==> config.mk <==
export PLATFORM = sky130hd
export DESIGN_NAME = move_entry
export DESIGN_NICKNAME = d
export VERILOG_FILES = /design/src/rtl/go_pkg.sv /design/src/rtl/wrap_counter9.sv /design/src/rtl/move_entry.sv
export SDC_FILE = /design/constraint.sdc
export NUM_CORES = 1
export LEC_CHECK = 0
export CORE_MARGIN = 2
export CORE_UTILIZATION = 43
export DETAILED_ROUTE_END_ITERATION = 12
export HOLD_SLACK_MARGIN = 0.02
export PLACE_DENSITY = 0.89
export SLEW_MARGIN = 40
export SYNTH_ARGS = -nofsm -noshare
export SYNTH_HDL_FRONTEND = slang
export SYNTH_SLANG_ARGS = --single-unit
==> constraint.sdc <==
create_clock -name clk_in -period 5.2 [get_ports clk_in]
set_input_delay 1.04 -clock clk_in [delete_from_list [all_inputs] [get_ports clk_in]]
set_output_delay 1.04 -clock clk_in [all_outputs]
set_load 0.02 [all_outputs]
==> src/rtl/go_pkg.sv <==
// Shared types for the Go board datapath: cell encoding, move word, board array
// and the move-entry controller states.
package go_pkg;

    localparam int BOARD_N = 9;

    typedef enum logic [1:0] {
        EMPTY = 2'b00,
        BLACK = 2'b01,
        WHITE = 2'b10
    } cell_t;

    typedef struct packed {
        logic [3:0] row;
        logic [3:0] col;
    } move_t;

    // Indexed board[row][col], two bits per intersection.
    typedef logic [BOARD_N-1:0][BOARD_N-1:0][1:0] board_t;

    typedef enum logic [1:0] {
        IDLE  = 2'b00,
        CHECK = 2'b01,
        ISSUE = 2'b10,
        WAIT  = 2'b11
    } state_t;

endpackage

==> src/rtl/wrap_counter9.sv <==
// One cursor axis: steps up/down by one with wrap-around at both ends.
// Opposing steps in the same cycle cancel out.
module wrap_counter9 #(
    parameter int BOARD_N   = go_pkg::BOARD_N,
    parameter int RESET_POS = 4
) (
    input  logic       clk_in,
    input  logic       rst_in,
    input  logic       inc_i,
    input  logic       dec_i,
    input  logic       en_i,
    output logic [3:0] value_o
);

    localparam logic [3:0] MAX_V = 4'(BOARD_N - 1);
    localparam logic [3:0] RST_V = 4'(RESET_POS);

    logic [3:0] value_q;
    logic [3:0] value_d;

    // Next position: explicit compare-and-wrap, inc+dec together is a no-op.
    always_comb begin
        value_d = value_q;
        if (en_i && inc_i && !dec_i) begin
            value_d = (value_q >= MAX_V) ? 4'd0 : value_q + 4'd1;
        end else if (en_i && dec_i && !inc_i) begin
            value_d = (value_q == 4'd0) ? MAX_V : value_q - 4'd1;
        end
    end

    // Position register, centred on reset.
    always_ff @(posedge clk_in) begin
        if (rst_in) begin
            value_q <= RST_V;
        end else begin
            value_q <= value_d;
        end
    end

    assign value_o = value_q;

endmodule

==> src/rtl/move_entry.sv <==
// Player move-entry controller feeding board_updater. Button edges move the
// cursor and request moves; a requested point is checked for emptiness, then
// issued with a one-cycle start pulse, and the turn passes once the updater
// reports completion (or the wait times out).
module move_entry #(
    parameter int BOARD_N        = 9,
    parameter int TIMEOUT_CYCLES = 65_000,
    parameter int RESET_POS      = 4
) (
    input  logic           clk_in,
    input  logic           rst_in,
    input  logic           btn_up,
    input  logic           btn_down,
    input  logic           btn_left,
    input  logic           btn_right,
    input  logic           btn_confirm,
    input  logic           btn_pass,
    input  go_pkg::board_t board,
    input  logic           board_ready,
    output logic [7:0]     move_out,
    output logic           start_flag,
    output logic           turn,
    output logic [3:0]     cursor_row,
    output logic [3:0]     cursor_col,
    output logic           busy,
    output logic           illegal_pulse,
    output logic           pass_pulse,
    output logic           timeout_pulse
);

    import go_pkg::*;

    localparam int               CNT_W    = $clog2(TIMEOUT_CYCLES);
    localparam logic [CNT_W-1:0] CNT_LAST = CNT_W'(TIMEOUT_CYCLES - 1);
    localparam logic [CNT_W-1:0] CNT_ONE  = CNT_W'(1);

    // Button vector order: {pass, confirm, right, left, down, up}
    logic [5:0] btn_now;
    logic [5:0] btn_q;
    logic [5:0] btn_edge;
    logic       ready_q;
    logic       ready_edge;

    state_t     state_q, state_d;
    move_t      move_q, move_d;
    logic [7:0] move_out_q, move_out_d;
    logic       start_q, start_d;
    logic       turn_q, turn_d;
    logic       illegal_q, illegal_d;
    logic       pass_q, pass_d;
    logic       timeout_q, timeout_d;
    logic [CNT_W-1:0] cnt_q, cnt_d;

    logic       in_idle;
    logic       cell_empty;
    logic       timeout_hit;

    assign btn_now    = {btn_pass, btn_confirm, btn_right, btn_left, btn_down, btn_up};
    assign btn_edge   = btn_now & ~btn_q;
    assign ready_edge = board_ready & ~ready_q;

    assign in_idle     = (state_q == IDLE);
    assign cell_empty  = (board[move_q.row][move_q.col] == EMPTY);
    assign timeout_hit = (cnt_q == CNT_LAST);

    // Previous-level registers; loading the live level during reset means a
    // button (or board_ready) held through reset never looks like an edge.
    always_ff @(posedge clk_in) begin
        if (rst_in) begin
            btn_q   <= btn_now;
            ready_q <= board_ready;
        end else begin
            btn_q   <= btn_now;
            ready_q <= board_ready;
        end
    end

    wrap_counter9 #(
        .BOARD_N   (BOARD_N),
        .RESET_POS (RESET_POS)
    ) u_row (
        .clk_in  (clk_in),
        .rst_in  (rst_in),
        .inc_i   (btn_edge[1]),
        .dec_i   (btn_edge[0]),
        .en_i    (in_idle),
        .value_o (cursor_row)
    );

    wrap_counter9 #(
        .BOARD_N   (BOARD_N),
        .RESET_POS (RESET_POS)
    ) u_col (
        .clk_in  (clk_in),
        .rst_in  (rst_in),
        .inc_i   (btn_edge[3]),
        .dec_i   (btn_edge[2]),
        .en_i    (in_idle),
        .value_o (cursor_col)
    );

    // State register.
    always_ff @(posedge clk_in) begin
        if (rst_in) begin
            state_q <= IDLE;
        end else begin
            state_q <= state_d;
        end
    end

    // Next-state logic; a board_ready edge takes priority over the timeout.
    always_comb begin
        state_d = state_q;
        unique case (state_q)
            IDLE:    if (btn_edge[4]) state_d = CHECK;
            CHECK:   state_d = cell_empty ? ISSUE : IDLE;
            ISSUE:   state_d = WAIT;
            WAIT:    if (ready_edge || timeout_hit) state_d = IDLE;
            default: state_d = IDLE;
        endcase
    end

    // Output/datapath next values; pulses default low so they last one cycle.
    always_comb begin
        move_d     = move_q;
        move_out_d = move_out_q;
        start_d    = 1'b0;
        turn_d     = turn_q;
        illegal_d  = 1'b0;
        pass_d     = 1'b0;
        timeout_d  = 1'b0;
        cnt_d      = cnt_q;
        unique case (state_q)
            IDLE: begin
                // Latches the cursor as it stands this cycle, before any
                // simultaneous cursor edge takes effect.
                if (btn_edge[4]) begin
                    move_d = '{row: cursor_row, col: cursor_col};
                end else if (btn_edge[5]) begin
                    turn_d = ~turn_q;
                    pass_d = 1'b1;
                end
            end
            CHECK: begin
                // Registered here so move_out and start_flag appear together
                // during ISSUE.
                if (cell_empty) begin
                    move_out_d = move_q;
                    start_d    = 1'b1;
                end else begin
                    illegal_d = 1'b1;
                end
            end
            ISSUE: begin
                cnt_d = '0;
            end
            WAIT: begin
                cnt_d = cnt_q + CNT_ONE;
                if (ready_edge) begin
                    turn_d = ~turn_q;
                end else if (timeout_hit) begin
                    timeout_d = 1'b1;
                end
            end
            default: ;
        endcase
    end

    // Registered outputs and control state.
    always_ff @(posedge clk_in) begin
        if (rst_in) begin
            move_out_q <= '0;
            start_q    <= 1'b0;
            turn_q     <= 1'b1;
            illegal_q  <= 1'b0;
            pass_q     <= 1'b0;
            timeout_q  <= 1'b0;
        end else begin
            move_out_q <= move_out_d;
            start_q    <= start_d;
            turn_q     <= turn_d;
            illegal_q  <= illegal_d;
            pass_q     <= pass_d;
            timeout_q  <= timeout_d;
        end
    end

    // Latched move and wait counter are pure data; they are always written
    // before being read, so they carry no reset.
    always_ff @(posedge clk_in) begin
        move_q <= move_d;
        cnt_q  <= cnt_d;
    end

    assign move_out      = move_out_q;
    assign start_flag    = start_q;
    assign turn          = turn_q;
    assign busy          = (state_q != IDLE);
    assign illegal_pulse = illegal_q;
    assign pass_pulse    = pass_q;
    assign timeout_pulse = timeout_q;

endmodule

==> results.toml, run 1 <==
[die]
initial_utilization_pct = 44.2
rows = 33
placeableCoreArea_mm2 = 0.00822
design.die.area_mm2 = 0.00919
fp.dieH_um = 95.9
die_w_um = 95.9
io_pins = 193

[clocking]
numCtsBuffers = 5
clock_tree.root_cell = "sky130_fd_sc_hd__clkbuf_8"
clock_tree_from_tritoncts = "yes"
cts_num_sinks = 54
clock_tree.htree_level_count = 2
clock_insertion_delay_worst_skew_ns = 0.31
clk_transition_reported_paths_ns = 0.09
max-clock-path-buffers = 2
holdBufCountCts = 0
post_cts_resized = 0
cts_setup_buffers = 0

[layout]
layout.nets = 769
ff_latch_area_mm2 = 0.00132
fraction_of_final_layout_cells_with_drive_strength_greater_than_1_pct = 5.05
antenna_cells = 0
multi_input_comb_area_mm2 = 0.00215
layout-area-overhead-vs-synth_pct = 57.0
final.fill_count = 625

[detailed_routing]
ratio_of_routed_vias_to_standard_cells = 5.72
dr_iter_0_viols = 142
detail_route.drc_violations = 0
ant_nets = 0
detailroute.via_count = 3997
detail_route.wl_per_cell_um = 17.8
dr.pass1.iters = 5
route.final.wire_length_mm = 12.4

[yosys]
postSynthRegisterBits = 54
synthCells = 413
syn_area_mm2 = 0.00363
synth_warnings = 0
synth_edf_count = 24
library_cells_used_by_synthesis = 60
asyncSetResetFlopFracSynth_pct = 0
synth_top_cells_by_area = "sky130_fd_sc_hd__edfxtp_1 20%, sky130_fd_sc_hd__dfxtp_1 17%, sky130_fd_sc_hd__nor2_1 6.0%"
synth_top_area_cell = "sky130_fd_sc_hd__edfxtp_1"
synth_flop_cell = "sky130_fd_sc_hd__dfxtp_1"
avg_cell_area_syn_um2 = 8.79
mappedNetlistNets = 589
synth_largest_type_area_fraction_pct = 19.8
synth.yosys.seq_area_share_pct = 36.4

[power_and_ir_drop]
power_dens_cells_mw_per_mm2 = 231
vdd.ir_drop.worst_mv = 0.301
power.leakage_nw = 1.95

[timing]
aggregate_negative_setup_slack_ns = 0
finalSetupViolCount = 0
final_hold_viol_count = 0
hold-worst-slack_ns = 0.482
timing.final.crit_share_pct = 70.5
finalWorstPathRequiredPeriod_ns = 3.67
tightest_slew_ns = 0.776
timing.max_slew.rel_slack_pct = 48.3
slew_violations = 0
grt_setup_unrepaired = "false"
fin_worst_skew_ns = 0.00756
clock.fmax_mhz = 273

[critical_path]
category_of_the_worst_setup_path_launch_point = "input port"
worst_setup_path_end_kind = "flip-flop"
slowest_cp_cell = "sky130_fd_sc_hd__a2111oi_0"
crit_chain = "clkdlybuf4s50_1 > nor3b_1 > nor4_1 > a2111oi_0 > o21ai_0 > or3_1 > and3_4 > o31ai_4 > mux2i_1"
worst-endpoint-required_ns = 5.44
cp.arrival_ns = 3.91
criticalPathCategory = "in -> reg"
worst_path_maximum_fanout = 9
critPathMaxStageDelay_ns = 0.63

[place]
port_buffers = 192
routabilityCongestion = 0.911
dp.final_hpwl_mm = 9.89

[run_status]
status = "complete, no violations"

[min_path]
min-delay-path-class = "reg -> reg"

[global_routing]
grt_antenna_before_repair = 0
grt_start_max_net_pins = 32
via_count_of_the_first_global_routing_pass = 4020
first_pass_grt_wire_length_mm = 18.8
groute.usage.overall_pct = 26.2
gr-total-overflow = 0

[run]
cap_violations = 0
## registers in the layout, summed over array words and instances, names as in the netlist, 4 cells and up, named ones only
name	count
move_out	8
u_col.value_o	4
u_row.value_o	4
btn_q	6
cnt_q	16
move_q	8
## layout by cell type (no fill, tap or decap), types with 2 or more instances in the layout
cell type / n
sky130_fd_sc_hd__dfxtp_1: 29
sky130_fd_sc_hd__o211ai_1: 2
sky130_fd_sc_hd__nand2b_1: 24
sky130_fd_sc_hd__clkbuf_8: 5
sky130_fd_sc_hd__xor2_1: 9
sky130_fd_sc_hd__o31a_1: 2
sky130_fd_sc_hd__nor3_1: 30
sky130_fd_sc_hd__ha_1: 5
sky130_fd_sc_hd__mux2i_1: 11
sky130_fd_sc_hd__o311ai_1: 2
sky130_fd_sc_hd__o41ai_1: 5
sky130_fd_sc_hd__nor2b_1: 9
sky130_fd_sc_hd__and3_1: 4
sky130_fd_sc_hd__inv_1: 9
sky130_fd_sc_hd__clkdlybuf4s50_1: 191
sky130_fd_sc_hd__o31ai_4: 2
sky130_fd_sc_hd__or3b_2: 2
sky130_fd_sc_hd__nand4_1: 6
sky130_fd_sc_hd__nor2_1: 58
sky130_fd_sc_hd__o32ai_1: 5
sky130_fd_sc_hd__nand2_1: 17
sky130_fd_sc_hd__nor4b_1: 2
sky130_fd_sc_hd__edfxtp_1: 24
sky130_fd_sc_hd__or4_1: 3
sky130_fd_sc_hd__nor4_1: 10
sky130_fd_sc_hd__a21oi_1: 25
sky130_fd_sc_hd__a31oi_1: 3
sky130_fd_sc_hd__o22ai_1: 4
sky130_fd_sc_hd__or2_2: 2
sky130_fd_sc_hd__nor3b_1: 7
sky130_fd_sc_hd__a2111oi_0: 2
sky130_fd_sc_hd__o311ai_0: 5
sky130_fd_sc_hd__xnor2_1: 5
sky130_fd_sc_hd__o21ai_0: 10
sky130_fd_sc_hd__a311oi_1: 2
sky130_fd_sc_hd__or3_1: 8
sky130_fd_sc_hd__nand3_1: 13
sky130_fd_sc_hd__a211oi_1: 8
sky130_fd_sc_hd__buf_4: 4
sky130_fd_sc_hd__mux4_2: 8
## layer usage
metal / part of all wire [%] / GRT usage, % / wire, um
met1: 38 / 30.1 / 4750
met5: 0 / 0 / 0
met3: 8.6 / 6.73 / 1070
met4: 3.1 / 13.0 / 382
met2: 50 / 45.0 / 6240
## area by class of cell
class | instances | area share (%)
multi-input combinational | 326 | 37.8
timing repair buffer | 196 | 34.1
sequential | 54 | 23.2
tap | 105 | 2.30
clock buffer | 6 | 1.27
clock inverter | 2 | 0.658
inverter | 10 | 0.658
## worst max-delay path: cells and delay by family
kind                   cells  cell delay (ns)
AND/OR/NAND/NOR            4             0.89
buffers and inverters      1             0.40
multiplexers               1             0.25
AO/OA/AOI/OAI              3             1.33
## worst paths after layout
| kind | end | startpoint | depth (start not counted) | slack [ns] |
|---|---|---|---|---|
| hold reg to reg | move_out[1]$_SDFFE_PP0P_ | move_out[1]$_SDFFE_PP0P_ | 2 | 0.48 |
| setup / recovery | move_out[4]$_SDFFE_PP0P_ | board[146] | 9 | 1.53 |
| hold / removal | move_out[1]$_SDFFE_PP0P_ | move_out[1]$_SDFFE_PP0P_ | 2 | 0.48 |
| setup reg to reg | move_out[4]$_SDFFE_PP0P_ | move_q[4]$_DFFE_PP_ | 8 | 1.82 |
## synthesized netlist by cell type (4+ instances only)
| cell | instances |
|---|---|
| sky130_fd_sc_hd__a211oi_1 | 8 |
| sky130_fd_sc_hd__a21oi_1 | 25 |
| sky130_fd_sc_hd__and3_1 | 4 |
| sky130_fd_sc_hd__buf_2 | 4 |
| sky130_fd_sc_hd__clkbuf_1 | 11 |
| sky130_fd_sc_hd__dfxtp_1 | 30 |
| sky130_fd_sc_hd__edfxtp_1 | 24 |
| sky130_fd_sc_hd__ha_1 | 5 |
| sky130_fd_sc_hd__inv_1 | 9 |
| sky130_fd_sc_hd__mux2i_1 | 11 |
| sky130_fd_sc_hd__mux4_2 | 8 |
| sky130_fd_sc_hd__nand2_1 | 17 |
| sky130_fd_sc_hd__nand2b_1 | 24 |
| sky130_fd_sc_hd__nand3_1 | 13 |
| sky130_fd_sc_hd__nand4_1 | 6 |
| sky130_fd_sc_hd__nor2_1 | 58 |
| sky130_fd_sc_hd__nor2b_1 | 9 |
| sky130_fd_sc_hd__nor3_1 | 30 |
| sky130_fd_sc_hd__nor3b_1 | 7 |
| sky130_fd_sc_hd__nor4_1 | 10 |
| sky130_fd_sc_hd__o21ai_0 | 10 |
| sky130_fd_sc_hd__o22ai_1 | 4 |
| sky130_fd_sc_hd__o311ai_0 | 5 |
| sky130_fd_sc_hd__o32ai_1 | 5 |
| sky130_fd_sc_hd__o41ai_1 | 5 |
| sky130_fd_sc_hd__or3_1 | 8 |
| sky130_fd_sc_hd__xnor2_1 | 5 |
| sky130_fd_sc_hd__xor2_1 | 9 |
## where the power goes
part / switching, mW / total [mW] / leakage (nW) / internal, mW
logic: 0.205 / 0.468 / 1.43 / 0.263
clock network: 0.134 / 0.278 / 0.0514 / 0.144
registers: 0.0708 / 0.569 / 0.472 / 0.499
## kinds of logic (layout without fill, tap and decap cells)
| logic type | after synthesis | in the layout | share of synthesized area [%] |
|---|---|---|---|
| buffers and inverters | 33 | 214 | 4.31 |
| XOR/XNOR | 14 | 14 | 3.38 |
| flip-flops | 54 | 54 | 36.4 |
| AND/OR/NAND/NOR | 202 | 202 | 29.3 |
| AO/OA/AOI/OAI | 86 | 86 | 16.9 |
| multiplexers | 19 | 19 | 7.99 |
| adder cells (fa/ha/maj) | 5 | 5 | 1.72 |
## stage by stage
| stage | util (%) | setup WS (ns) | area [um2] | std cells | power (mW) |
|---|---|---|---|---|---|
| 6_report | 69.4 | 1.53 | 5700 | 699 | 1.32 |
| 5_1_grt | 69.4 | 1.30 | 5700 | 699 | 1.39 |
| 4_1_cts | 69.4 | 1.52 | 5700 | 699 | 1.32 |
| 3_5_place_dp | 68.0 | 1.23 | 5590 | 691 | 1.04 |
| 3_3_place_gp | 68.1 | 1.38 | 5600 | 691 | 1.03 |
| 2_1_floorplan | - | 2.01 | 3630 | 413 | 0.806 |
(Power assumes the default switching activity.)
==> run 2: changes to the inputs <==
--- a/config.mk
+++ b/config.mk
@@ -6,10 +6,10 @@
 export NUM_CORES = 1
 export LEC_CHECK = 0
 export CORE_MARGIN = 2
-export CORE_UTILIZATION = 43
+export CORE_UTILIZATION = 36
 export DETAILED_ROUTE_END_ITERATION = 12
 export HOLD_SLACK_MARGIN = 0.02
-export PLACE_DENSITY = 0.89
+export PLACE_DENSITY = 0.8
 export SLEW_MARGIN = 40
 export SYNTH_ARGS = -nofsm -noshare
 export SYNTH_HDL_FRONTEND = slang
==> constraint.sdc (replaced) <==
create_clock -name clk_in -period 3.3 [get_ports clk_in]
set_input_delay 0.66 -clock clk_in [delete_from_list [all_inputs] [get_ports clk_in]]
set_output_delay 0.66 -clock clk_in [all_outputs]
set_load 0.02 [all_outputs]
==> run 2 against run 1 <==
Critical path type is now reg -> reg. Setup slack worse by 1.3 ns. Via count rose by 0.20%. Sequential power up 54%. Clock skew up 0.0013 ns. Routed wire length up 4.0%. First-iteration DRC count rose by 54%.
==> results.toml, run 2 (same netlist as run 1, synthesis figures left out) <==
[run_status]
status = "complete, no violations"

[timing]
grt_setup_unrepaired = "false"
tightest_slew_ns = 0.644
finalSetupViolCount = 0
clock.fmax_mhz = 326
finalWorstSetupSlack_ns = 0.228
final_hold_viol_count = 0
fin_worst_skew_ns = 0.00887
timing.final.crit_share_pct = 93.1
finalWorstPathRequiredPeriod_ns = 3.07
slew_violations = 0
timing.max_slew.rel_slack_pct = 56.9

[global_routing]
grt_start_max_net_pins = 29
first_pass_grt_wire_length_mm = 20.5
gr-total-overflow = 0
groute.usage.overall_pct = 23.3
via_count_of_the_first_global_routing_pass = 3975
grt_antenna_before_repair = 0

[critical_path]
category_of_the_worst_setup_path_launch_point = "flip-flop"
reg2reg_from = "move_q[5]$_DFFE_PP_"
worst_path_maximum_fanout = 28
capture_point_of_the_worst_reg_to_reg_path = "move_out[6]$_SDFFE_PP0P_"
worst_setup_path_end_kind = "flip-flop"
r2r_slack_ns = 0.23
register_to_register_path_depth = 10
criticalPathCategory = "reg -> reg"
worst-endpoint-required_ns = 3.54
cp.arrival_ns = 3.31

[die]
fp.dieH_um = 104
placeableCoreArea_mm2 = 0.00977
die_w_um = 104
rows = 36
design.die.area_mm2 = 0.0109
initial_utilization_pct = 37.1
io_pins = 193

[clocking]
clock_insertion_delay_worst_skew_ns = 0.31
numCtsBuffers = 5
max-clock-path-buffers = 2
clock_tree_from_tritoncts = "yes"
clock_tree.htree_level_count = 2
cts_num_sinks = 54
cts_setup_buffers = 0
clk_transition_reported_paths_ns = 0.09
clock_tree.root_cell = "sky130_fd_sc_hd__clkbuf_8"
post_cts_resized = 0
holdBufCountCts = 0

[layout]
final.fill_count = 888
antenna_cells = 0
largest_register_ffs = 16
final_cell_mix = "192 x sky130_fd_sc_hd__clkdlybuf4s50_1, 58 x sky130_fd_sc_hd__nor2_1, 30 x sky130_fd_sc_hd__nor3_1, 30 x sky130_fd_sc_hd__dfxtp_1, 25 x sky130_fd_sc_hd__a21oi_1"
largest_register = "cnt_q"
layout-area-overhead-vs-synth_pct = 60.3
fraction_of_final_layout_cells_with_drive_strength_greater_than_1_pct = 6.13
layout.nets = 779
mostFrequentLayoutCell = "sky130_fd_sc_hd__clkdlybuf4s50_1"

[min_path]
min_delay_worst_endpoint = "move_out[7]$_SDFFE_PP0P_"
min-delay-path-class = "reg -> reg"
holdPathStages = 2
hold_path_startpoint = "move_out[7]$_SDFFE_PP0P_"

[detailed_routing]
ratio_of_routed_vias_to_standard_cells = 5.43
ant_nets = 0
detail_route.drc_violations = 0
dr.pass1.iters = 4
detailroute.via_count = 4005
detail_route.wl_per_cell_um = 17.6
route.final.wire_length_mm = 12.9
dr_iter_0_viols = 218

[power_and_ir_drop]
p_total_mw = 2.03
vdd.ir_drop.worst_mv = 0.322
power.leakage_nw = 2.00
power_dens_cells_mw_per_mm2 = 349

[run]
cap_violations = 0

[place]
port_buffers = 192
dp.final_hpwl_mm = 10.4
pre_cts_slack_ns = -0.0338
routabilityCongestion = 0.906
[run 2: changes by cell type in the layout (fill, tap and decap cells not counted), sizes merged]
cell and delta:
buf +9, bufinv -1, clkdlybuf4s50 +1, clkinv +2, clkinvlp -1
[run 2: cell type report]
type / count / area (um2) / share of cell area [%]
multi-input combinational: 326 / 2150 / 37.0
tap: 133 / 166 / 2.86
clock inverter: 2 / 7.51 / 0.129
sequential: 54 / 1320 / 22.7
clock buffer: 6 / 82.6 / 1.42
timing repair buffer: 206 / 2050 / 35.3
inverter: 10 / 37.5 / 0.645
[run 2: how the worst max path moves through the flow]
stage	startpoint	to	cells after the start
detailed placement	board[38]	move_out[6]$_SDFFE_PP0P_	9
floorplan	board[18]	move_out[0]$_SDFFE_PP0P_	7
global route	move_q[5]$_DFFE_PP_	move_out[6]$_SDFFE_PP0P_	10
CTS	move_q[5]$_DFFE_PP_	move_out[6]$_SDFFE_PP0P_	10
global placement	board[38]	move_out[7]$_SDFFE_PP0P_	9
finish	move_q[5]$_DFFE_PP_	move_out[6]$_SDFFE_PP0P_	10
[run 2: worst max-delay path: stages, from the launching register on]
cell and delay [ns]:
sky130_fd_sc_hd__edfxtp_1 0.51, sky130_fd_sc_hd__buf_4 0.37, sky130_fd_sc_hd__or3b_2 0.24, sky130_fd_sc_hd__nor2_1 0.08
sky130_fd_sc_hd__a2111oi_0 0.54, sky130_fd_sc_hd__o21ai_0 0.15, sky130_fd_sc_hd__or3_1 0.33, sky130_fd_sc_hd__and3_4 0.19
sky130_fd_sc_hd__o31ai_4 0.25, sky130_fd_sc_hd__buf_12 0.17, sky130_fd_sc_hd__mux2i_1 0.19
[run 2: stage by stage]
stage          utilization [%]  TNS, ns  cells  instance area (um2)  hold WS [ns]
5_1_grt                   59.5        0    737                 5820         0.514
6_report                  59.5        0    737                 5820         0.487
3_5_place_dp              58.6   -0.166    729                 5730         0.484
4_1_cts                   59.5        0    737                 5820         0.498
3_3_place_gp              58.6        0    729                 5730         0.459
2_1_floorplan                -        0    413                 3630         0.494
[run 2: report_power, final]
part           switching (mW)  total (mW)  internal, mW  leakage (nW)
clock network           0.197       0.362         0.165        0.0463
logic                   0.349       0.792         0.443          1.48
registers              0.0942       0.879         0.785         0.472
total                   0.640        2.03          1.39          2.00
[run 2: metal layers]
metal / vias up / part of all wire, % / global-route usage, % / wire length, um
li1: 1940 / - / - / -
met1: 1846 / 41 / 28.0 / 5250
met2: 190 / 49 / 40.6 / 6340
met3: 29 / 7.3 / 5.39 / 940
met4: 0 / 3.2 / 8.40 / 409
met5: - / 0 / 0 / 0
==> run 3: changes to the inputs <==
--- a/config.mk
+++ b/config.mk
@@ -5,6 +5,7 @@
 export SDC_FILE = /design/constraint.sdc
 export NUM_CORES = 1
 export LEC_CHECK = 0
+export CAP_MARGIN = 20
 export CORE_MARGIN = 2
 export CORE_UTILIZATION = 36
 export DETAILED_ROUTE_END_ITERATION = 12
==> results of run 3 <==
Same layout as run 2: the final DEF is identical, and so are final timing and power.
